## src/rtl/iqmap_bpsk_pkg.sv

```systemverilog
// Shared comm definitions for the BPSK mapper: state encodings, word/counter
// geometry and the I/Q sample width used by both transmit and receive sides.
package iqmap_bpsk_pkg;

   localparam int WORD_W   = 128;
   localparam int CNT_W    = 7;
   localparam int SAMPLE_W = 11;

   localparam logic [CNT_W-1:0] CNT_LAST = CNT_W'(WORD_W - 1);

   typedef enum logic [1:0] {
      s_idle   = 2'b01,
      s_active = 2'b10
   } state_t;

endpackage

```

## src/rtl/iqmap_bpsk_if.sv

```systemverilog
// Word handshake from the packet reader and the I/Q symbol stream toward the
// pulse-shaping filter, bundled as one interface.
interface iqmap_bpsk_if;
   import iqmap_bpsk_pkg::*;

   logic                       valid_i;
   logic [WORD_W-1:0]          reader_data;
   logic                       ready_o;
   logic                       valid_o;
   logic signed [SAMPLE_W-1:0] ar;
   logic signed [SAMPLE_W-1:0] ai;
   logic                       last_o;

   modport master (
      output valid_i, reader_data,
      input  ready_o, valid_o, ar, ai, last_o
   );

   modport slave (
      input  valid_i, reader_data,
      output ready_o, valid_o, ar, ai, last_o
   );

endinterface

```

## src/rtl/iqmap_bpsk.sv

```systemverilog
// BPSK mapper: serializes 128-bit words LSB-first into +/-AMP I samples (Q = 0),
// one symbol per ce strobe, with a one-word holding register for gapless streaming.
module iqmap_bpsk
   import iqmap_bpsk_pkg::*;
#(
   parameter logic signed [SAMPLE_W-1:0] AMP = 11'sd256
) (
   input  logic        CLK,
   input  logic        RST,
   input  logic        ce,
   iqmap_bpsk_if.slave bus
);

   state_t                     state;
   state_t                     state_nx;
   logic [CNT_W-1:0]           cnt;
   logic [WORD_W-1:0]          hold;
   logic [WORD_W-1:0]          sh_p0;
   logic                       hold_full;
   logic                       ready;
   logic                       accept;
   logic                       drain;
   logic                       emit;
   logic                       at_last;
   logic signed [SAMPLE_W-1:0] ar_p1;
   logic signed [SAMPLE_W-1:0] ai_p1;
   logic                       vld_p1;
   logic                       last_p1;

   function automatic logic signed [SAMPLE_W-1:0] bpsk_level(input logic b);
      return b ? AMP : -AMP;
   endfunction

   // ready mirrors !hold_full, so an accept and a drain can never share a cycle
   assign accept  = ce & bus.valid_i & ready;
   assign at_last = (cnt == CNT_LAST);

   always_ff @(posedge CLK) begin
      if (!RST) state <= s_idle;
      else      state <= state_nx;
   end

   always_comb begin
      state_nx = state;
      drain    = 1'b0;
      emit     = 1'b0;
      if (ce) begin
         case (state)
            s_idle: begin
               if (hold_full) begin
                  drain    = 1'b1;
                  state_nx = s_active;
               end
            end
            s_active: begin
               emit = 1'b1;
               if (at_last) begin
                  if (hold_full) drain    = 1'b1;
                  else           state_nx = s_idle;
               end
            end
            default: state_nx = s_idle;
         endcase
      end
   end

   always_ff @(posedge CLK) begin
      if (!RST) begin
         hold_full <= 1'b0;
         ready     <= 1'b1;
         cnt       <= '0;
      end else begin
         if (accept) begin
            hold_full <= 1'b1;
            ready     <= 1'b0;
         end else if (drain) begin
            hold_full <= 1'b0;
            ready     <= 1'b1;
         end
         // wraps 127 -> 0 on its own, which lines up with a gapless reload
         if (emit)       cnt <= cnt + 1'b1;
         else if (drain) cnt <= '0;
      end
   end

   // Stage p0: holding register and bit shifter (contents don't-care after reset)
   always_ff @(posedge CLK) begin
      if (accept)    hold <= bus.reader_data;
      if (drain)     sh_p0 <= hold;
      else if (emit) sh_p0 <= sh_p0 >> 1;
   end

   // Stage p1: registered symbol outputs
   always_ff @(posedge CLK) begin
      if (!RST) begin
         vld_p1  <= 1'b0;
         last_p1 <= 1'b0;
         ar_p1   <= '0;
         ai_p1   <= '0;
      end else if (ce) begin
         vld_p1  <= emit;
         last_p1 <= emit & at_last;
         if (emit) begin
            ar_p1 <= bpsk_level(sh_p0[0]);
            ai_p1 <= '0;
         end
      end
   end

   assign bus.ready_o = ready;
   assign bus.valid_o = vld_p1;
   assign bus.last_o  = last_p1;
   assign bus.ar      = ar_p1;
   assign bus.ai      = ai_p1;

endmodule
```

## src/flat_wrapper.sv

```systemverilog
// flat-port wrapper written by rule: the top's interface ports become plain ports
module iqmap_bpsk_flat import iqmap_bpsk_pkg::*;
#(
   parameter logic signed [SAMPLE_W-1:0] AMP = 11'sd256
)
  (CLK, RST, ce, bus_valid_i, bus_reader_data, bus_ready_o, bus_valid_o, bus_ar, bus_ai, bus_last_o);
  iqmap_bpsk_if bus_i ();
  input  logic CLK;
  input  logic RST;
  input  logic ce;
  input wire logic [$bits(bus_i.valid_i)-1:0] bus_valid_i;
  input wire logic [$bits(bus_i.reader_data)-1:0] bus_reader_data;
  output wire logic [$bits(bus_i.ready_o)-1:0] bus_ready_o;
  output wire logic [$bits(bus_i.valid_o)-1:0] bus_valid_o;
  output wire logic [$bits(bus_i.ar)-1:0] bus_ar;
  output wire logic [$bits(bus_i.ai)-1:0] bus_ai;
  output wire logic [$bits(bus_i.last_o)-1:0] bus_last_o;
  assign bus_i.valid_i = bus_valid_i;
  assign bus_i.reader_data = bus_reader_data;
  assign bus_ready_o = bus_i.ready_o;
  assign bus_valid_o = bus_i.valid_o;
  assign bus_ar = bus_i.ar;
  assign bus_ai = bus_i.ai;
  assign bus_last_o = bus_i.last_o;
  iqmap_bpsk #(.AMP(AMP)) u_core (.CLK(CLK), .RST(RST), .ce(ce), .bus(bus_i));
endmodule
```

## config.mk

```make
export PLATFORM = sky130hd
export DESIGN_NAME = iqmap_bpsk_flat
export DESIGN_NICKNAME = d
export VERILOG_FILES = /design/src/rtl/iqmap_bpsk_pkg.sv /design/src/rtl/iqmap_bpsk_if.sv /design/src/rtl/iqmap_bpsk.sv /design/src/flat_wrapper.sv
export SDC_FILE = /design/constraint.sdc
export NUM_CORES = 1
export LEC_CHECK = 0
export CELL_PAD_IN_SITES_DETAIL_PLACEMENT = 2
export CELL_PAD_IN_SITES_GLOBAL_PLACEMENT = 2
export CORE_UTILIZATION = 38
export DETAILED_ROUTE_END_ITERATION = 8
export GPL_TIMING_DRIVEN = 0
export PLACE_DENSITY_LB_ADDON = 0.2
export SYNTH_ARGS = -nofsm -noshare
export SYNTH_HDL_FRONTEND = slang
export SYNTH_SLANG_ARGS = --single-unit
export TNS_END_PERCENT = 100
```

## constraint.sdc

```tcl
create_clock -name CLK -period 5.6 [get_ports CLK]
set_clock_uncertainty 0.2 [all_clocks]
set_input_delay 1.12 -clock CLK [delete_from_list [all_inputs] [get_ports CLK]]
set_output_delay 1.12 -clock CLK [all_outputs]
set_load 0.01 [all_outputs]
```

# Word-level counts from Yosys, hierarchy flattened

Index checks and enable logic that the tools add are counted.
W data, S select, Z words.

Register bits after elaboration: 280
Bits of input ports: 132

Add/subtract/negate cells: 1
Eq/ne operators: 6
Muxes and demuxes: 19
Bitwise gates (word level): 3
Reductions and logical operators: 4

Operator list:

| cell                  | number |
|---|---|
| $mux W128             | 2 |
| $mux W7               | 2 |
| $mux W11              | 1 |
| $mux W1               | 9 |
| $add A7 B1 Y7 const B | 1 |
| $eq A7 B7 Y1 const B  | 1 |
| $mux W2               | 3 |
| $ne A2 B1 Y1 const B  | 2 |
| $pmux W2 S2           | 1 |
| $reduce_and A4 Y1     | 1 |
| $reduce_bool A2 Y1    | 2 |
| $and A1 B1 Y1         | 3 |
| $eq A2 B1 Y1 const B  | 1 |
| $eq A2 B2 Y1 const B  | 1 |
| $ne A2 B2 Y1 const B  | 1 |
| $pmux W1 S2           | 1 |
| $reduce_and A2 Y1     | 1 |

# Longest topological paths before layout

Gate-level depths: netlist of the first run.

Depth after elaboration: 6
Mapped depth: 8
Depth with buffers taken out: 5

# Least setup slack after synthesis of the first run

OpenSTA, ideal clock, no wires.

Path kind: input-to-reg
Start: in ce
End: reg u_core.hold_full
Library setup time: 0.072 ns
Arrival: 4.845 ns
Required time: 5.328 ns
Slack: 0.484 ns
Stages: 3
Path buffers: 1
Path through: buf_2 and3_1 o221a_2

Word-level cells in the longest chain between the ends: 3
Elaborated cells on any way between the ends: 5
Classes of those cells: 2 x mux; 2 x bitwise; 1 x reduce/logical

RTL lines:

| what                                                 | line               | RTL |
|---|---|---|
| from (decl)                                          | flat_wrapper.sv:10 | `input logic ce;` |
| $and A1 B1 Y1 (*) (2 in a row)                       | iqmap_bpsk.sv:35   | `assign accept = ce & bus.valid_i & ready;` |
| net u_core.accept                                    | iqmap_bpsk.sv:21   | `logic accept;` |
| $mux W1 / $reduce_bool A2 Y1 (equally long branches) | --                 |  |
| to (signal assigned)                                 | iqmap_bpsk.sv:69   | `hold_full <= 1'b0;` |
| to (signal assigned)                                 | iqmap_bpsk.sv:74   | `hold_full <= 1'b1;` |
| to (signal assigned)                                 | iqmap_bpsk.sv:77   | `hold_full <= 1'b0;` |
| to (decl)                                            | iqmap_bpsk.sv:19   | `logic hold_full;` |

Mark *: on every way through the listed nets, which the timed path passes. The rest lies on a longest branch.
A chain may end at the register's enable or synchronous reset.

# Worst setup path in the final report of the first run

Start: reg u_core.state[0]
End: reg u_core.sh_p0[38], enable pin

Word-level cells in the longest chain between the ends: 4
Elaborated cells on any way between the ends: 7
Classes of those cells: 2 x eq/ne; 4 x mux; 1 x reduce/logical

RTL lines:

| what                                                | line             | RTL |
|---|---|---|
| from (decl)                                         | iqmap_bpsk.sv:14 | `state_t state;` |
| from (signal assigned)                              | iqmap_bpsk.sv:39 | `if (!RST) state <= s_idle;` |
| from (signal assigned)                              | iqmap_bpsk.sv:40 | `else state <= state_nx;` |
| $eq A2 B2 Y1 / $eq A2 B1 Y1 (equally long branches) | iqmap_bpsk.sv:48 | `case (state)` |
| $pmux W1 S2 / $mux W1 (equally long branches)       | iqmap_bpsk.sv:48 |  |
| $mux W1                                             | iqmap_bpsk.sv:47 | `if (ce) begin` |
| $reduce_bool A2 Y1 (no line) (*)                    | --               |  |
| to (signal assigned)                                | iqmap_bpsk.sv:89 | `if (drain) sh_p0 <= hold;` |
| to (signal assigned)                                | iqmap_bpsk.sv:90 | `else if (emit) sh_p0 <= sh_p0 >> 1;` |
| to (decl)                                           | iqmap_bpsk.sv:18 | `logic [WORD_W-1:0] sh_p0;` |

Mark *: on every way between the ends. The rest lies on a longest branch, timed or not.

==> impl_metrics.csv, run 1 <==
group,metric,value,unit
detailed_routing,drtIter0Drc,452,
clock_tree,cts-buffers-inserted,30,
detailed_routing,avgViaCountPerCell,5.246,
clock_tree,cts_setup_buffers,0,
synth,syn_area_per_cell,13.66,sq um
detailed_routing,drt_wl_total,29280,um
synth,synthesis.instances,817,
setup_path,crit_fanout,54,
sta,hold_violations,0,
global_routing,grt_start_max_net_pins,55,
synth,yosysTopAreaCell,"edfxtp_1",
clock_tree,insertion_delay,550,ps
power_and_ir_drop,ir_drop,197.1,uV
setup_path,reg2reg_from,"u_core.state[0]$_SDFFE_PN1P_",
clock_tree,cts_resized,0,
placement,dp.cells,1359,
floorplan,start_util,38.77,%
sta,hold_slack,272.4,ps
sta,finalMaxSlewViolations,0,
synth,synth_area_leaders,"edfxtp_1, nand3b_1, o22ai_1",
floorplan,placementRows,62,
outcome,outcome,"complete, no violations",
finish,fin_util,49.03,%
sta,fmax,0.3275,GHz
floorplan,die_y,173.4,um
sta,period_needed,3054,ps
clock_tree,cts_tree,"yes",
finish,seq_area,7988,sq um
detailed_routing,drc_errors,0,
synth,yosys-top-cells-count,"edfxtp_1, nand2_1, nand3b_1, o22ai_1, clkbuf_1",
clock_tree,cts-root-buf,"clkbuf_16",
synth,ys_types,37,
finish,multi_input_area,2739,sq um
synth,async_reset_ff_share,0,%
setup_path,crit_path_end_kind,"flip-flop",
finish,fillCellCount,2798,
finish,area_growth,26.44,%
synth,seq_area_frac_synth,71.58,%
detailed_routing,antenna_left,0,
clock_tree,cts-hold-fix-buffers,0,
finish,nets,1142,
sta,period_share,54.53,%
sta,setup_viol,0,
finish,drive_above_1_share,9.990,%
clock_tree,clockBufferDepth,3,
global_routing,grt_pass1_wl,46180,um
placement,dp_hpwl,19350,um
min_path,hold_depth,1,
clock_tree,htreeDepth,1,
floorplan,ios,157,
detailed_routing,dr.pass1.iters,4,
global_routing,grt_usage,19.56,%
placement,gp_congestion,0.7595,
job,drv_cap,0,
floorplan,die_w,173.4,um
clock_tree,clkTransAtPathRegs,60,ps
sta,slew_headroom,42.08,%
setup_path,crit_path_start_kind,"flip-flop",
setup_path,critical_path_class,"flip-flop to flip-flop",
min_path,hp-start,"u_core.sh_p0[0]$_DFFE_PP_",
placement,pre_cts_slack,2070,ps
setup_path,r2r_slack,2550,ps
global_routing,antenna_found_initial,1,
sta,tns,0,ps
synth,syn_area,11160,sq um
finish,finalNonFillerCells,1416,
setup_path,cp.arrival,3070,ps
synth,synth-edff-count,256,
sta,tightest_slew,868.8,ps
global_routing,grt_pass1_vias,8223,
setup_path,r2r_cells,6,
synth,synth_top_area_share,68.89,%
sta,setup_ws,2546,ps
placement,io_buffers,136,
clock_tree,cts_num_sinks,271,
power_and_ir_drop,power_density,318.2,nW/um^2
floorplan,dieArea,30060,sq um
synth,ys.flop_type,"edfxtp_1",
detailed_routing,wl_per_cell,20.68,um
floorplan,core_area,28780,sq um
setup_path,r2r_end,"u_core.sh_p0[38]$_DFFE_PP_",
synth,synth_seq_cells,271,
synth,synth_warnings,0,
detailed_routing,dr_total_vias,7428,
setup_path,required,5620,ps
min_path,hp-class,"flip-flop to flip-flop",
min_path,min_to,"u_core.bus.ar[9]$_SDFFE_PN0P_",
global_routing,overflow,0,
synth,post-synth-top-count-cell,"edfxtp_1",
sta,rsz0062_at_grt,"false",
power_and_ir_drop,p_leak,4.847,nW
cells in the final DEF (no fill, tap or decap), types with 3 or more instances in the layout:
master           Yosys  final
ha_1                 3      3
buf_16               0      4
clkbuf_1            39     52
nor2_1               5      5
nand3_1              3      3
clkinv_2             0      5
conb_1               1     19
buf_2               29     29
o22ai_1            127    127
buf_1                3      3
nand2_1            136    135
clkbuf_8             0      4
clkbuf_16            0     31
o21ai_0              4      4
buf_6                4      4
dfxtp_1             15     15
inv_1                4      4
clkinv_1             0      3
clkdlybuf4s50_1      0    136
nand2b_1             3      3
and3_1               4      3
nand3b_1           128    128
a21oi_1              7      7
edfxtp_1           256    256
a311oi_1             4      4
buf_4               20     20
stage by stage:
stage	power [mW]	instance area, sq um
final	4.489	14110
after global routing	4.647	14110
after CTS	4.550	14110
after detailed placement	2.685	13190
after global placement	2.670	13070
after floorplan	2.513	11230
final cells by class:
cell class | count | share of cell area [%]
inverter | 4 | 0.1064
sequential | 271 | 56.61
buffer | 95 | 3.529
antenna | 1 | 0.01774
tap | 384 | 3.405
clock buffer | 48 | 6.234
clock inverter | 8 | 0.2572
timing repair buffer | 140 | 10.43
multi-input combinational | 465 | 19.41
cell families after synthesis:
family | Yosys count | synth area share (%)
adder cells (fa/ha/maj) | 3 | 0.3364
other | 1 | 0.03360
AO/OA/AOI/OAI | 154 | 8.891
flip-flops | 271 | 71.58
buffers and inverters | 99 | 4.597
AND/OR/NAND/NOR | 289 | 14.56
per-layer routing:
layer  up-vias  track usage [%]  wire length [um]
li1       3466                -                 -
met1      3770            25.05             12500
met2       159            34.96             15150
met3        33            2.873              1116
met4         0            4.240               505
met5         -                0                 0
how the worst max path moves through the flow:
stage | to | from
global placement | u_core.hold_full$_SDFFE_PN0P_ | bus_valid_i
global route | u_core.sh_p0[54]$_DFFE_PP_ | u_core.state[0]$_SDFFE_PN1P_
finish | u_core.sh_p0[38]$_DFFE_PP_ | u_core.state[0]$_SDFFE_PN1P_
floorplan | u_core.hold_full$_SDFFE_PN0P_ | ce
CTS | u_core.sh_p0[101]$_DFFE_PP_ | u_core.state[0]$_SDFFE_PN1P_
detailed placement | u_core.sh_p0[54]$_DFFE_PP_ | ce
worst max-delay path, stage by stage, from the launching register on:
cell      delay (ps)
dfxtp_1          370
inv_1             60
ha_1             370
nand4b_1         450
nand2_4          590
buf_16           310
buf_16           290
flip-flops by register name (all words and copies together), names as in the netlist, 2 cells and up:
name and flops:
u_core.bus.ar 2, u_core.cnt 7, u_core.hold 128, u_core.sh_p0 128, u_core.state 2
power breakdown:
group / internal, mW / switching (mW)
clock network: 1.07 / 0.783
registers: 2.29 / 0.0202
logic: 0.158 / 0.169
No activity file was read; power rests on OpenSTA's default activity.
==> run 2, diff against run 1 <==
==> constraint.sdc (replaced) <==
create_clock -name CLK -period 2.9 [get_ports CLK]
set_clock_uncertainty 0.2 [all_clocks]
set_input_delay 0.58 -clock CLK [delete_from_list [all_inputs] [get_ports CLK]]
set_output_delay 0.58 -clock CLK [all_outputs]
set_load 0.01 [all_outputs]
==> impl_metrics.csv, run 2 (same netlist as run 1, synthesis figures left out) <==
group,metric,value,unit
outcome,outcome,"complete, no violations",
floorplan,dieArea,30060,sq um
setup_path,crit_path_start_kind,"flip-flop",
finish,finalNonFillerCells,1419,
sta,setup_ws,255.2,ps
placement,place_area,13170,sq um
finish,fin_area,14310,sq um
sta,hold_slack,201.3,ps
floorplan,core_area,28780,sq um
clock_tree,cts_num_sinks,271,
finish,nets,1145,
global_routing,antenna_found_initial,1,
sta,slew_headroom,40.57,%
clock_tree,clkTransAtPathRegs,60,ps
placement,gp_congestion,0.7484,
clock_tree,clockBufferDepth,3,
sta,rsz0062_at_grt,"false",
setup_path,crit_fanout,10,
floorplan,placementRows,62,
setup_path,critical_path_class,"flip-flop to flip-flop",
clock_tree,cts_resized,0,
setup_path,required,2990,ps
finish,layout_common_cells,"edfxtp_1, clkdlybuf4s50_1, nand2_1",
job,drv_cap,0,
finish,fin_util,49.71,%
sta,hold_violations,0,
detailed_routing,drtIter0Drc,526,
global_routing,grt_pass1_wl,47340,um
detailed_routing,drc_errors,0,
setup_path,crit_path_end_kind,"flip-flop",
finish,drive_above_1_share,11.22,%
finish,area_growth,28.21,%
detailed_routing,dr_total_vias,7548,
setup_path,path_cells,"inv_1 > ha_1 > clkbuf_1 > clkbuf_1 > nand3b_1 > o22ai_1",
sta,tns,0,ps
setup_path,crit_path_frequent_cell,"clkbuf_1",
sta,period_share,91.20,%
min_path,hp-start,"ce",
power_and_ir_drop,ir_drop,425.1,uV
setup_path,cp_num_buf_inv,3,
global_routing,grt_usage,20.15,%
setup_path,startpoint,"u_core.state[0]$_SDFFE_PN1P_",
setup_path,r2r_slack,260,ps
clock_tree,cts_tree,"yes",
min_path,hp-class,"input pin to flip-flop",
placement,io_buffers,136,
detailed_routing,dr.pass1.iters,4,
floorplan,die_w,173.4,um
setup_path,crit_family,"buffers and inverters",
clock_tree,cts-root-buf,"clkbuf_16",
sta,setup_viol,0,
placement,pre_cts_slack,20.36,ps
power_and_ir_drop,power_density,651.0,nW/um^2
global_routing,grt_pass1_vias,8184,
setup_path,cp.arrival,2740,ps
finish,layout_commonest_cell,"edfxtp_1",
sta,finalMaxSlewViolations,0,
detailed_routing,wl_per_cell,21.30,um
detailed_routing,antenna_left,0,
clock_tree,htreeDepth,1,
clock_tree,cts-buffers-inserted,30,
sta,period_needed,2645,ps
clock_tree,cts-hold-fix-buffers,0,
setup_path,critPathSlowestCell,"clkbuf_1",
setup_path,reg2reg_from,"u_core.state[0]$_SDFFE_PN1P_",
placement,dp.cells,1358,
detailed_routing,avgViaCountPerCell,5.319,
finish,top_regs,"u_core.hold (128), u_core.sh_p0 (128), u_core.cnt (7)",
floorplan,die_y,173.4,um
clock_tree,insertion_delay,570,ps
floorplan,start_util,38.77,%
detailed_routing,drt_wl_total,30230,um
sta,tightest_slew,891.4,ps
power_and_ir_drop,total_power,9.314,mW
global_routing,overflow,0,
setup_path,max_stage_delay,690,ps
sta,fmax,0.3781,GHz
power_and_ir_drop,p_leak,4.953,nW
placement,dp_hpwl,18900,um
global_routing,grt_start_max_net_pins,80,
floorplan,ios,157,
## run 2: changes by cell type in the layout (fill, tap and decap cells not counted), sizes merged
cell	change
clkbuf	-10
bufinv	+6
clkinv	+4
buf	+2
nand2	+1
## run 2: final timing paths
check | endpoint | depth (start not counted)
hold / removal | u_core.bus.ready_o$_SDFFE_PN1P_ | 4
setup reg to reg | u_core.sh_p0[16]$_DFFE_PP_ | 6
hold reg to reg | u_core.bus.ar[9]$_SDFFE_PN0P_ | 1
setup / recovery | u_core.sh_p0[16]$_DFFE_PP_ | 6
## run 2: cell type report
class,instances,area [sq um]
Sequential cell,271,7988
Antenna cell,1,2.502
Multi-Input combinational cell,466,2759
Tap cell,384,480.5
Fill cell,2750,14470
Clock buffer,38,852.1
Clock inverter,18,246.5
Buffer,95,498.0
Inverter,4,15.01
Timing Repair Buffer,142,1466
## run 2: where the power goes
part | switching [mW] | internal [mW]
logic | 0.331 | 0.305
clock network | 1.61 | 2.60
registers | 0.0410 | 4.43
total | 1.98 | 7.33
## run 2: worst reg2reg max path, cell delays in order (launching register included)
cell and delay, ps:
dfxtp_1 370, inv_1 60, ha_1 360, clkbuf_1 690, clkbuf_1 430, nand3b_1 180
o22ai_1 100
## run 2: timing repair
action,CTS,global route
buffers inserted,0,3
endpoints found under the hold margin,0,0
setup endpoints to repair,0,80
## run 2: per-layer routing
layer  track usage, %  share of wire, %
met5                0                 0
met2            35.43                51
met3            2.763               3.7
met4            4.904               2.0
met1            26.25                44
